### src/rtl/mig_stream_sequencer_if.sv
// mig_stream_sequencer_if
// Bundles every non-clock/reset signal of the stream sequencer: MIG UI command and
// write-data channels, MIG read return, input FIFO head/pop and output FIFO push.
// Modports:
//   master - the sequencer (drives app_*, ib_re, ob_we, ob_data)
//   slave  - the environment (MIG, FIFOs, enables)
interface mig_stream_sequencer_if;
   // Control
   logic         calib_done;
   logic         writes_en;
   logic         reads_en;
   // Input FIFO (first-word-fall-through)
   logic [127:0] ib_data;
   logic [7:0]   ib_count;
   logic         ib_empty;
   logic         ib_re;
   // Output FIFO
   logic [7:0]   ob_count;
   logic         ob_full;
   logic         ob_we;
   logic [127:0] ob_data;
   // MIG UI
   logic         app_rdy;
   logic         app_wdf_rdy;
   logic         app_rd_data_valid;
   logic [127:0] app_rd_data;
   logic         app_en;
   logic         app_wdf_wren;
   logic         app_wdf_end;
   logic [2:0]   app_cmd;
   logic [27:0]  app_addr;
   logic [127:0] app_wdf_data;
   logic [15:0]  app_wdf_mask;

   modport master (
      input  calib_done, writes_en, reads_en,
      input  ib_data, ib_count, ib_empty,
      output ib_re,
      input  ob_count, ob_full,
      output ob_we, ob_data,
      input  app_rdy, app_wdf_rdy, app_rd_data_valid, app_rd_data,
      output app_en, app_wdf_wren, app_wdf_end, app_cmd, app_addr, app_wdf_data, app_wdf_mask
   );

   modport slave (
      output calib_done, writes_en, reads_en,
      output ib_data, ib_count, ib_empty,
      input  ib_re,
      output ob_count, ob_full,
      input  ob_we, ob_data,
      output app_rdy, app_wdf_rdy, app_rd_data_valid, app_rd_data,
      input  app_en, app_wdf_wren, app_wdf_end, app_cmd, app_addr, app_wdf_data, app_wdf_mask
   );
endinterface

### src/rtl/mig_stream_sequencer.sv
// mig_stream_sequencer
// Moves 128-bit words between a pair of stream FIFOs and a MIG user interface in
// bursts of BURST_WORDS. Write bursts pop the input FIFO into DDR, read bursts issue
// read commands whose returned data is forwarded to the output FIFO. Write and read
// bursts share the UI and are arbitrated round-robin when both are eligible.
// Ports:
//   clk   - MIG ui_clk, sole clock
//   rst_n - asynchronous active-low reset
//   bus   - mig_stream_sequencer_if.master (MIG UI, FIFO and enable signals)
module mig_stream_sequencer #(
   parameter int unsigned BURST_WORDS  = 32,
   parameter logic [27:0] ADDR_STEP    = 28'd8,
   parameter logic [27:0] ADDR_LIMIT   = 28'h3FF_FFF8,
   parameter int unsigned OB_MAX_COUNT = 191
) (
   input logic                   clk,
   input logic                   rst_n,
   mig_stream_sequencer_if.master bus
);

   typedef enum logic [1:0] {StIdle, StWrData, StWrCmd, StRdCmd} state_e;

   state_e       state_q, state_d;
   logic [5:0]   beat_q, beat_d;
   logic [27:0]  wr_ptr_q, wr_ptr_d;
   logic [27:0]  rd_ptr_q, rd_ptr_d;
   logic         last_wr_q, last_wr_d;  // 1: the most recently started burst was a write
   logic         ob_we_q;
   logic [127:0] ob_data_q;

   logic         wr_elig, rd_elig, last_beat;
   logic         app_en, app_wdf_wren, ib_re;
   logic [2:0]   app_cmd;
   logic [27:0]  app_addr;
   logic [127:0] app_wdf_data;

   // Output FIFO headroom is guaranteed by OB_MAX_COUNT, so the full flag is not needed.
   logic unused_ob_full;
   assign unused_ob_full = bus.ob_full;

   function automatic logic [27:0] ptr_adv(input logic [27:0] p);
      return (p == ADDR_LIMIT) ? 28'd0 : p + ADDR_STEP;
   endfunction

   assign wr_elig   = bus.writes_en && (32'(bus.ib_count) >= BURST_WORDS);
   assign rd_elig   = bus.reads_en && (32'(bus.ob_count) <= OB_MAX_COUNT);
   assign last_beat = (32'(beat_q) == BURST_WORDS - 32'd1);

   always_comb begin
      state_d      = state_q;
      beat_d       = beat_q;
      wr_ptr_d     = wr_ptr_q;
      rd_ptr_d     = rd_ptr_q;
      last_wr_d    = last_wr_q;
      app_en       = 1'b0;
      app_cmd      = 3'b000;
      app_addr     = 28'd0;
      app_wdf_wren = 1'b0;
      app_wdf_data = 128'd0;
      ib_re        = 1'b0;

      unique case (state_q)
         StIdle: begin
            // Enables are only sampled here, so dropping them mid-burst never aborts one.
            if (bus.calib_done) begin
               if (wr_elig && (!rd_elig || !last_wr_q)) begin
                  state_d   = StWrData;
                  beat_d    = 6'd0;
                  last_wr_d = 1'b1;
               end else if (rd_elig) begin
                  state_d   = StRdCmd;
                  beat_d    = 6'd0;
                  last_wr_d = 1'b0;
               end
            end
         end
         StWrData: begin
            app_addr = wr_ptr_q;
            if (bus.app_wdf_rdy && !bus.ib_empty) begin
               app_wdf_wren = 1'b1;
               app_wdf_data = bus.ib_data;
               ib_re        = 1'b1;
               state_d      = StWrCmd;
            end
         end
         StWrCmd: begin
            app_en   = 1'b1;
            app_cmd  = 3'b000;
            app_addr = wr_ptr_q;
            if (bus.app_rdy) begin
               wr_ptr_d = ptr_adv(wr_ptr_q);
               beat_d   = beat_q + 6'd1;
               state_d  = last_beat ? StIdle : StWrData;
            end
         end
         StRdCmd: begin
            app_en   = 1'b1;
            app_cmd  = 3'b001;
            app_addr = rd_ptr_q;
            if (bus.app_rdy) begin
               rd_ptr_d = ptr_adv(rd_ptr_q);
               beat_d   = beat_q + 6'd1;
               if (last_beat) begin
                  state_d = StIdle;
               end
            end
         end
         default: state_d = StIdle;
      endcase
   end

   always_ff @(posedge clk or negedge rst_n) begin
      if (!rst_n) begin
         state_q   <= StIdle;
         beat_q    <= 6'd0;
         wr_ptr_q  <= 28'd0;
         rd_ptr_q  <= 28'd0;
         last_wr_q <= 1'b0;
      end else begin
         state_q   <= state_d;
         beat_q    <= beat_d;
         wr_ptr_q  <= wr_ptr_d;
         rd_ptr_q  <= rd_ptr_d;
         last_wr_q <= last_wr_d;
      end
   end

   // Read return path: plain one-cycle register, independent of the FSM.
   always_ff @(posedge clk or negedge rst_n) begin
      if (!rst_n) begin
         ob_we_q   <= 1'b0;
         ob_data_q <= 128'd0;
      end else begin
         ob_we_q   <= bus.app_rd_data_valid;
         ob_data_q <= bus.app_rd_data;
      end
   end

   assign bus.app_en       = app_en;
   assign bus.app_cmd      = app_cmd;
   assign bus.app_addr     = app_addr;
   assign bus.app_wdf_wren = app_wdf_wren;
   assign bus.app_wdf_end  = app_wdf_wren;  // one wdf beat per 128-bit word
   assign bus.app_wdf_data = app_wdf_data;
   assign bus.app_wdf_mask = 16'h0000;
   assign bus.ib_re        = ib_re;
   assign bus.ob_we        = ob_we_q;
   assign bus.ob_data      = ob_data_q;

endmodule

### src/flat_wrapper.sv
// flat-port wrapper written by rule: the top's interface ports become plain ports
module mig_stream_sequencer_flat 
#(
   parameter int unsigned BURST_WORDS  = 32,
   parameter logic [27:0] ADDR_STEP    = 28'd8,
   parameter logic [27:0] ADDR_LIMIT   = 28'h3FF_FFF8,
   parameter int unsigned OB_MAX_COUNT = 191
)
  (clk, rst_n, bus_calib_done, bus_writes_en, bus_reads_en, bus_ib_data, bus_ib_count, bus_ib_empty, bus_ib_re, bus_ob_count, bus_ob_full, bus_ob_we, bus_ob_data, bus_app_rdy, bus_app_wdf_rdy, bus_app_rd_data_valid, bus_app_rd_data, bus_app_en, bus_app_wdf_wren, bus_app_wdf_end, bus_app_cmd, bus_app_addr, bus_app_wdf_data, bus_app_wdf_mask);
  mig_stream_sequencer_if bus_i ();
  input logic clk;
  input logic rst_n;
  input wire logic [$bits(bus_i.calib_done)-1:0] bus_calib_done;
  input wire logic [$bits(bus_i.writes_en)-1:0] bus_writes_en;
  input wire logic [$bits(bus_i.reads_en)-1:0] bus_reads_en;
  input wire logic [$bits(bus_i.ib_data)-1:0] bus_ib_data;
  input wire logic [$bits(bus_i.ib_count)-1:0] bus_ib_count;
  input wire logic [$bits(bus_i.ib_empty)-1:0] bus_ib_empty;
  output wire logic [$bits(bus_i.ib_re)-1:0] bus_ib_re;
  input wire logic [$bits(bus_i.ob_count)-1:0] bus_ob_count;
  input wire logic [$bits(bus_i.ob_full)-1:0] bus_ob_full;
  output wire logic [$bits(bus_i.ob_we)-1:0] bus_ob_we;
  output wire logic [$bits(bus_i.ob_data)-1:0] bus_ob_data;
  input wire logic [$bits(bus_i.app_rdy)-1:0] bus_app_rdy;
  input wire logic [$bits(bus_i.app_wdf_rdy)-1:0] bus_app_wdf_rdy;
  input wire logic [$bits(bus_i.app_rd_data_valid)-1:0] bus_app_rd_data_valid;
  input wire logic [$bits(bus_i.app_rd_data)-1:0] bus_app_rd_data;
  output wire logic [$bits(bus_i.app_en)-1:0] bus_app_en;
  output wire logic [$bits(bus_i.app_wdf_wren)-1:0] bus_app_wdf_wren;
  output wire logic [$bits(bus_i.app_wdf_end)-1:0] bus_app_wdf_end;
  output wire logic [$bits(bus_i.app_cmd)-1:0] bus_app_cmd;
  output wire logic [$bits(bus_i.app_addr)-1:0] bus_app_addr;
  output wire logic [$bits(bus_i.app_wdf_data)-1:0] bus_app_wdf_data;
  output wire logic [$bits(bus_i.app_wdf_mask)-1:0] bus_app_wdf_mask;
  assign bus_i.calib_done = bus_calib_done;
  assign bus_i.writes_en = bus_writes_en;
  assign bus_i.reads_en = bus_reads_en;
  assign bus_i.ib_data = bus_ib_data;
  assign bus_i.ib_count = bus_ib_count;
  assign bus_i.ib_empty = bus_ib_empty;
  assign bus_ib_re = bus_i.ib_re;
  assign bus_i.ob_count = bus_ob_count;
  assign bus_i.ob_full = bus_ob_full;
  assign bus_ob_we = bus_i.ob_we;
  assign bus_ob_data = bus_i.ob_data;
  assign bus_i.app_rdy = bus_app_rdy;
  assign bus_i.app_wdf_rdy = bus_app_wdf_rdy;
  assign bus_i.app_rd_data_valid = bus_app_rd_data_valid;
  assign bus_i.app_rd_data = bus_app_rd_data;
  assign bus_app_en = bus_i.app_en;
  assign bus_app_wdf_wren = bus_i.app_wdf_wren;
  assign bus_app_wdf_end = bus_i.app_wdf_end;
  assign bus_app_cmd = bus_i.app_cmd;
  assign bus_app_addr = bus_i.app_addr;
  assign bus_app_wdf_data = bus_i.app_wdf_data;
  assign bus_app_wdf_mask = bus_i.app_wdf_mask;
  mig_stream_sequencer #(.BURST_WORDS(BURST_WORDS), .ADDR_STEP(ADDR_STEP), .ADDR_LIMIT(ADDR_LIMIT), .OB_MAX_COUNT(OB_MAX_COUNT)) u_core (.clk(clk), .rst_n(rst_n), .bus(bus_i));
endmodule
### config.mk
export PLATFORM = sky130hd
export DESIGN_NAME = mig_stream_sequencer_flat
export DESIGN_NICKNAME = d
export VERILOG_FILES = /design/src/rtl/mig_stream_sequencer_if.sv /design/src/rtl/mig_stream_sequencer.sv /design/src/flat_wrapper.sv
export SDC_FILE = /design/constraint.sdc
export NUM_CORES = 1
export LEC_CHECK = 0
export BUFFER_PORTS_ARGS = -buffer_cell sky130_fd_sc_hd__buf_2
export CORE_AREA = 2 2 228 230
export CTS_BUF_LIST = sky130_fd_sc_hd__clkbuf_2
export DETAILED_ROUTE_END_ITERATION = 10
export DIE_AREA = 0 0 230 232
export PLACE_DENSITY = 0.38
export SYNTH_ARGS = -nofsm -noshare
export SYNTH_HDL_FRONTEND = slang
export SYNTH_SLANG_ARGS = --single-unit
export TNS_END_PERCENT = 1
### constraint.sdc
create_clock -name clk -period 3.6 [get_ports clk]
set_input_delay 0.54 -clock clk [delete_from_list [all_inputs] [get_ports clk]]
set_output_delay 0.54 -clock clk [all_outputs]
set_load 0.005 [all_outputs]
# Yosys cells after proc, flatten, opt, wreduce, memory -nomap -nowiden
# Index checks and enable logic that the tools add are counted.
classes:
  n_addsub: 3
  n_reduce_logical: 18
  magnitude_cmp: 2
  muxes: 25
  eq_ne: 13
op_table:
  columns: ["op", "count"]
  rows:
  - ["$mux W128", 2]
  - ["$add A28 B4 Y28 const B", 2]
  - ["$eq A28 B26 Y1 const B", 2]
  - ["$mux W28", 2]
  - ["$pmux W28 S2", 1]
  - ["$mux W6", 4]
  - ["$mux W2", 7]
  - ["$pmux W6 S2", 1]
  - ["$ge A8 B6 Y1 const B", 1]
  - ["$le A8 B8 Y1 const B", 1]
  - ["$pmux W2 S4", 1]
  - ["$mux W1", 7]
  - ["$add A6 B1 Y6 const B", 1]
  - ["$eq A6 B5 Y1 const B", 1]
  - ["$ne A2 B1 Y1 const B", 3]
  - ["$ne A2 B2 Y1 const B", 3]
  - ["$reduce_and A6 Y1", 1]
  - ["$eq A2 B2 Y1 const B", 2]
  - ["$logic_and A1 B1 Y1", 4]
  - ["$reduce_and A2 Y1", 2]
  - ["$reduce_and A4 Y1", 1]
  - ["$reduce_bool A2 Y1", 2]
  - ["$reduce_or A2 Y1", 2]
  - ["$logic_not A1 Y1", 3]
  - ["5 further kinds", 5]
word_totals:
  output_inout_bits: 308
  inputBits: 282
  ff_bits: 194
  word_cells: 68

# Logic depth before layout (Yosys ltp)
# Gate-level depths: netlist of the first run.
depth:
  word_depth: 8
  depth_mapped: 8

# Worst setup path before layout of the first run
# OpenSTA, ideal clock, no wires.
synth_timing:
  path_type: "register to register"
  from: "register u_core.state_q[0]"
  to: "register u_core.wr_ptr_q[11]"
  n_path_buf: 2
  arrival_ns: 2.015
  slack_ns: 1.463
  t_required_ns: 3.479
  setup_ns: 0.121
  synth_period_minus_slack_ns: 2.137
  path_stages_with_launch: 9
  path_cell_list: "dfrtp_1 inv_1 ha_1 clkbuf_1 nand4_1 nor4_2 and3_1 buf_2 nor2_1"
synth_between:
  elab_chain_cells: 2
synth_lines:
  columns: ["item", "line_no", "text"]
  rows:
  - ["from (decl)", "mig_stream_sequencer.sv:23", "state_e state_q, state_d;"]
  - ["from (signal assigned)", "mig_stream_sequencer.sv:114", "state_q <= StIdle;"]
  - ["from (signal assigned)", "mig_stream_sequencer.sv:120", "state_q <= state_d;"]
  - ["$eq A2 B2 Y1", "mig_stream_sequencer.sv:62", "unique case (state_q)"]
  - ["$reduce_and A2 Y1 (no source line)", null, null]
  - ["to (signal assigned)", "mig_stream_sequencer.sv:122", "wr_ptr_q <= wr_ptr_d;"]
  - ["to (decl)", "mig_stream_sequencer.sv:25", "logic [27:0] wr_ptr_q, wr_ptr_d;"]
# Every way passes these cells.
# A chain may end at the register's enable or synchronous reset.

# Worst setup path in the final report of the first run
layout_timing:
  from: "register u_core.state_q[1]"
  to: "output port bus_app_wdf_data[91]"
layout_between:
  elab_chain_cells: 2
layout_lines:
  columns: ["item", "line_no", "text"]
  rows:
  - ["$eq A2 B1 Y1", "mig_stream_sequencer.sv:62", null]
  - ["$mux W128", "mig_stream_sequencer.sv:62", null]
  - ["to (decl)", "flat_wrapper.sv:33", "output wire logic [$bits(bus_i.app_wdf_data)-1:0] bus_app_wdf_data;"]
# Every way passes these cells.

==> results of run 1 <==
cells in the final DEF, fill, tap and decap left out, drive strengths merged, types with 3 or more instances in the layout:
cell type	instances
or3	6
mux2	4
nand4	9
nand3	26
nor3	11
xor2	9
nand2	23
dfrtp	188
o21ai	13
conb	21
a31oi	3
a21oi	13
clkbuf	19
diode	3
and4	3
and2	129
buf	564
o31ai	7
nor4	9
or4	5
nor2b	3
inv	19
ha	8
bufinv	3
nand3b	4
dlygate4sd3	132
xnor2	26
and3	7
clkinv	3
nor2	50
a22oi	25
registers in the layout (all words and copies together), names as in the netlist:
register / count
u_core.bus.ob_we: 1
u_core.rd_ptr_q: 25
u_core.state_q: 2
u_core.last_wr_q: 1
u_core.wr_ptr_q: 25
u_core.beat_q: 6
u_core.bus.ob_data: 128
cell families after synthesis:
kind of cell	synth area share, %
XOR/XNOR	4.01
multiplexers	0.720
other	0.0490
buffers and inverters	4.43
AND/OR/NAND/NOR	21.7
AO/OA/AOI/OAI	6.23
flip-flops	61.5
adder cells (fa/ha/maj)	1.31
worst max-delay path, cell delays in order, from the launching register on:
cell and delay (ns):
dfrtp_1 0.49, inv_1 0.12, ha_1 0.18, nor3b_2 0.24, buf_12 0.31, and2_1 0.26
buf_2 0.14
power by group:
group,leakage (µW),internal (µW),switching (µW)
clock,0.000159,409,791
combinational,0.00414,680,848
sequential,0.00228,2260,118
worst paths after layout:
path                                                       from                                to  slack, ns  depth (start not counted)
worst max register to register    u_core.state_q[1]$_DFFE_PN0P_      u_core.beat_q[0]$_DFFE_PN0P_       1.00                          6
worst max-delay path              u_core.state_q[1]$_DFFE_PN0P_              bus_app_wdf_data[91]       0.42                          6
max in group asynchronous                                 rst_n   u_core.wr_ptr_q[26]$_DFFE_PN0P_       2.47                          3
worst min-delay path                               bus_ib_empty     u_core.state_q[0]$_DFFE_PN0P_       0.18                          4
min in group asynchronous                                 rst_n  u_core.bus.ob_data[96]$_DFF_PN0_       0.30                          2
worst min register to register  u_core.rd_ptr_q[22]$_DFFE_PN0P_   u_core.rd_ptr_q[22]$_DFFE_PN0P_       0.52                          1
what timing repair did:
| item | 4_1_cts | 5_1_grt |
|---|---|---|
| hold endpoints to repair | 211 | 0 |
| endpoints found under the setup margin | 0 | 0 |
| hold buffers | 132 | 0 |
final cells by class:
cell class / instances / area (µm²) / area share (%)
Antenna cell: 3 / 7.51 / 0.0587
Clock buffer: 18 / 90.1 / 0.705
Clock inverter: 13 / 181 / 1.42
Inverter: 13 / 48.8 / 0.382
Multi-Input combinational cell: 431 / 2680 / 21.0
Sequential cell: 188 / 4700 / 36.8
Tap cell: 680 / 851 / 6.66
Timing Repair Buffer: 697 / 4220 / 33.0
stage by stage:
| step | util [%] | instance area, µm² | hold slack, ns |
|---|---|---|---|
| floorplan | - | 7720 | 0.244 |
| global placement | 22.0 | 11200 | 0.481 |
| detailed placement | 22.0 | 11200 | 0.491 |
| CTS | 25.1 | 12800 | 0.0289 |
| global route | 25.1 | 12800 | 0.0758 |
| finish | 25.1 | 12800 | 0.184 |
routing by layer:
metal	GRT usage (%)	wire, µm	up-vias
met4	4.42	845	0
met3	2.75	2280	34
li1	-	-	3546
met1	12.6	12100	3501
met2	21.2	16400	396
met5	0	0	-
==> impl_results.md, run 1 <==
- Clock slew at reported path FFs: around 0.25 ns
- Layout cells sized above 1: about 45%
- Async S/R FF share, synth: 100%
- Placed cells: 1877
- Endpoints failing setup: 0
- PwrDens: 399 mW/mm²
- Crit path DAT: 2.64 ns
- First-pass GRT wire length: 45900 µm
- TritonRoute pass-1 iters: 4
- Syn-to-layout area delta: 67.2%
- Fmax: approximately 0.31 GHz
- Largest area contributor in the netlist: dfrtp_1
- Setup_tns: 0 ns
- Post-synthesis register bit count: 188
- Worst slew pin tran: between 0.8 and 0.9 ns
- Post-CTS sizing: 0
- Buffers added on ports: 556
- Non-Filler Instances: approximately 2.0k
- Critical path type: reg2out
- Commonest cells post-synth: dfrtp_1 (188), and2_1 (129), nor2_1 (50), xnor2_1 (26)
- Vias in the first global route: ~7.7k
- Clock Latency Late Sink: 0.79 ns
- Netlist cell types: 50
- Setup Slack @ Placement: 0.950 ns
- Via-per-instance ratio: 3.66
- Synth Instances: between 600 and 700
- H-tree levels: 4
- Final Max Slew Viols: 0
- Share of the synthesized area in the top cell type: between 60% and 70%
- CTS tree: built
- Final period util: 88.4%
- GRT Overall Usage: 11.4%
- Initial antenna violation count: 4
- I/O Pins: 590
- DP HPWL: approximately 25000 µm
- Starting density of the core: 15.0%
- Die width: 230 µm
- CTS Root Cell: clkbuf_2
- Hold Crit Class: in2reg
- Largest net degree at the start of global routing: around 130
- Vias: about 7.5k
- Synth area leaders: dfrtp_1 (62%), and2_1 (11%), xnor2_1 (3.0%)
- Routed wire per std cell: 15.5 µm
- Post-CTS Setup Repair Bufs: 0
- Crit path time final: ~3.2 ns
- Warnings from Yosys: 0
- Syn Area/Cell: 11.5 µm²
- First DRT Iteration DRCs: about 290
- Fillcell total: 5534
- # clock sinks: between 150 and 200
- Detailed Route WL: approximately 32000 µm
- Die area: between 0.05 and 0.06 mm²
- Core Region: 0.0509 mm²
- Number of remaining DRC errors: 0
- Final Hold Viols: 0
- CP required: about 3 ns
- Worst Path Max Fanout: 131
- Post-synthesis sequential area ratio: 61.5%
- Synthesized cell area: 0.00765 mm²
- ANT nets after route: 0
- GPL Wtd Cong: 0.771
- Rel. slew slack: between 40% and 50%
- Final Skew: around 0.035 ns
- CP endpoint kind: output port
- Leakage: 0.00658 µW
- Most common cell in the synthesized netlist: dfrtp_1
- Worst VDD drop: 0.000159 V
- Die Span Y: 232 µm
- Outcome: complete, no violations
- Core Rows: 83
- Critical Path Start Type: register
- RSZ-0062 raised after global routing: false
- Clock Path Buffers: 2
- Total CTS buffers: 17
- Power Total: between 5000 and 6000 µW
- Synth Flop Type: dfrtp_1
- Max Cap Viol: 0
- Worst Setup Slack, final: approximately 0.42 ns
- Overflow after GRT: 0
- Final net count: between 1.5k and 2k
- EDFF count, synth: 0
No activity file was read; power rests on OpenSTA's default activity.
==> run 2, diff against run 1 <==
- PLACE_DENSITY: 0.38 -> unset
==> run 2 against run 1 <==
Net effect: clock-buffer cell count decreased by 1; wire length increased by 9.6%; combinational power increased by 4%; sequential cell count unchanged; clock skew increased by 0.020 ns; critical path type unchanged; largest cell class unchanged; largest power group unchanged.
==> impl_results.md, run 2 (synthesis gave the netlist of run 1 again) <==
- Buffers added on ports: 556 (unchanged)
- Syn-to-layout area delta: 67.3% (about the same)
- Via-per-instance ratio: 3.83 (+4.6%)
- Largest net degree at the start of global routing: 132 (unchanged)
- Core Region: 0.0509 mm² (unchanged)
- Final Hold Viols: 0 (unchanged)
- TritonRoute pass-1 iters: 7 (+3)
- Worst Path Max Fanout: 12 (-91%)
- Clock Latency Late Sink: 0.81 ns (+0.02 ns)
- Reg area: 0.00470 mm² (unchanged)
- Final core occ: 25.1% (about the same)
- Endpoints failing setup: 0 (unchanged)
- # clock sinks: 188 (unchanged)
- Core Rows: 83 (unchanged)
- CP peak stage delay: 0.68 ns (+0.19 ns)
- Detailed Route WL: 34700 µm (+9.6%)
- CTS tree: built
- Dpl cell area: 0.0112 mm² (unchanged)
- Crit path DAT: 2.89 ns (+0.25 ns)
- PwrDens: 396 mW/mm² (-0.90%)
- GRT busiest layer: met2
- Most common cell after layout, fill and taps aside: buf_2
- Final net count: 1639 (+0.061%)
- Fmax: 0.292 GHz (-7.0%)
- Vias in the first global route: 7897 (+3.2%)
- Starting density of the core: 15.0% (unchanged)
- Crit path time final: 3.43 ns (+0.241 ns)
- Worst VDD drop: 0.000182 V (+14%)
- Rel. slew slack: 36.8% (-5.8 points)
- Outcome: complete, no violations
- Final instance area: 0.0128 mm² (about the same)
- Met2 Usage GRT: 24.2% (+3.0 points)
- Worst Setup Slack, final: 0.175 ns (-0.241 ns)
- Total CTS buffers: 17 (unchanged)
- Post-CTS Setup Repair Bufs: 0 (unchanged)
- Die width: 230 µm (unchanged)
- Final Max Slew Viols: 0 (unchanged)
- M3 GR Usage: 3.76% (+1.0 points)
- R2R Setup Slk: 0.91 ns (-0.09 ns)
- Vias: 7852 (+5.0%)
- Setup_tns: 0 ns (unchanged)
- Final Skew: 0.0554 ns (+0.0201 ns)
- First DRT Iteration DRCs: 328 (+12%)
- Leakage: 0.00658 µW (about the same)
- Clock Path Buffers: 2 (unchanged)
- Setup Slack @ Placement: 0.950 ns (-0.000564 ns)
- CP required: 3.06 ns (about the same)
- Worst path cell trace: inv_1 -> ha_1 -> a22oi_1 -> nor2_1 -> buf_2
- Final period util: 95.1% (+6.7 points)
- Fillcell total: 5420 (-2.1%)
- Clock slew at reported path FFs: 0.34 ns (+0.09 ns)
- Worst slew pin tran: 0.939 ns (+0.0851 ns)
- Max Cap Viol: 0 (unchanged)
- First-pass GRT wire length: 49000 µm (+6.7%)
- Critical Path Start Type: register
- ANT nets after route: 0 (unchanged)
- Most frequent cells in the layout: buf_2 (555), dfrtp_1 (188), dlygate4sd3_1 (133)
- Die Span Y: 232 µm (unchanged)
- Number of flip-flops in the largest register: 128 (unchanged)
- H-tree levels: 4 (unchanged)
- I/O Pins: 590 (unchanged)
- CTS Root Cell: clkbuf_2
- Worst path slowest cell: ha_1
- GPL Wtd Cong: 0.839 (+8.8%)
- Initial antenna violation count: 24 (+20)
- Layout cells sized above 1: 44.9% (about the same)
- RSZ-0062 raised after global routing: false
- Overflow after GRT: 0 (unchanged)
- GRT Overall Usage: 12.5% (+1.1 points)
- Routed wire per std cell: 16.9 µm (+9.2%)
- Power Total: 5060 µW (-0.83%)
- Multi-input logic area: 0.00268 mm² (unchanged)
- Hold Crit Class: in2reg
- Met1 usage: 12.7% (+0.14 points)
- DP HPWL: 27400 µm (+9.7%)
- Die area: 0.0534 mm² (unchanged)
- Critical path type: reg2out
- CP endpoint kind: output port
- Number of remaining DRC errors: 0 (unchanged)
## run 2: cell count changes in the layout (fill, tap and decap cells not counted)
cell and change:
bufinv_16 -3, clkbuf_2 -1, clkinv_8 +4, clkinvlp_4 -1, diode_2 +6, dlygate4sd3_1 +1, inv_8 +2
## run 2: repair_timing
item | 4_1_cts | 5_1_grt
hold buffers | 133 | 0
resized for setup | 0 | 0
endpoints found under the hold margin | 270 | 0
## run 2: layout make-up
type / instances / area share [%]
flip-flops and latches: 188 / 36.8
well taps: 680 / 6.65
clock buffers: 17 / 0.665
clock inverters: 15 / 1.34
diodes: 9 / 0.176
inverters: 13 / 0.381
multi-input cells: 431 / 21.0
repair buffers: 698 / 33.0
## run 2: routing by layer
| layer | vias up | part of all wire, % |
|---|---|---|
| met5 | - | 0.037 |
| met4 | 2 | 1.7 |
| met3 | 48 | 8.6 |
| met2 | 470 | 54 |
| met1 | 3775 | 36 |
| li1 | 3557 | - |
## run 2: path summary, 6_finish.rpt
check,start,end,cells after the start
hold / removal,bus_writes_en,u_core.last_wr_q$_DFFE_PN0P_,4
max in group asynchronous,rst_n,u_core.bus.ob_data[84]$_DFF_PN0_,3
setup reg to reg,u_core.state_q[1]$_DFFE_PN0P_,u_core.rd_ptr_q[5]$_DFFE_PN0P_,5
setup / recovery,u_core.state_q[1]$_DFFE_PN0P_,bus_app_addr[8],5
min in group asynchronous,rst_n,u_core.bus.ob_data[96]$_DFF_PN0_,2
hold reg to reg,u_core.rd_ptr_q[22]$_DFFE_PN0P_,u_core.rd_ptr_q[22]$_DFFE_PN0P_,1
## run 2: critical path, delay by kind of cell, from the launching register on
kind	cells	cell delay (ns)
DFF	1	0.51
AOI/OAI and AO/OA	1	0.24
and+or+nand+nor	1	0.34
buffers and inverters	2	0.30
adders and majority gates	1	0.68
## run 2: power by group
group / internal, µW / leakage (µW) / switching, µW
sequential: 2260 / 0.00228 / 123
combinational: 694 / 0.00415 / 899
clock: 239 / 0.000152 / 848
total: 3190 / 0.00658 / 1870
## run 2: through the flow
stage | hold WS (ns) | std cells
2_1_floorplan | 0.244 | 685
3_3_place_gp | 0.489 | 1877
3_5_place_dp | 0.486 | 1877
4_1_cts | 0.0209 | 2042
5_1_grt | 0.0319 | 2046
6_report | 0.177 | 2051
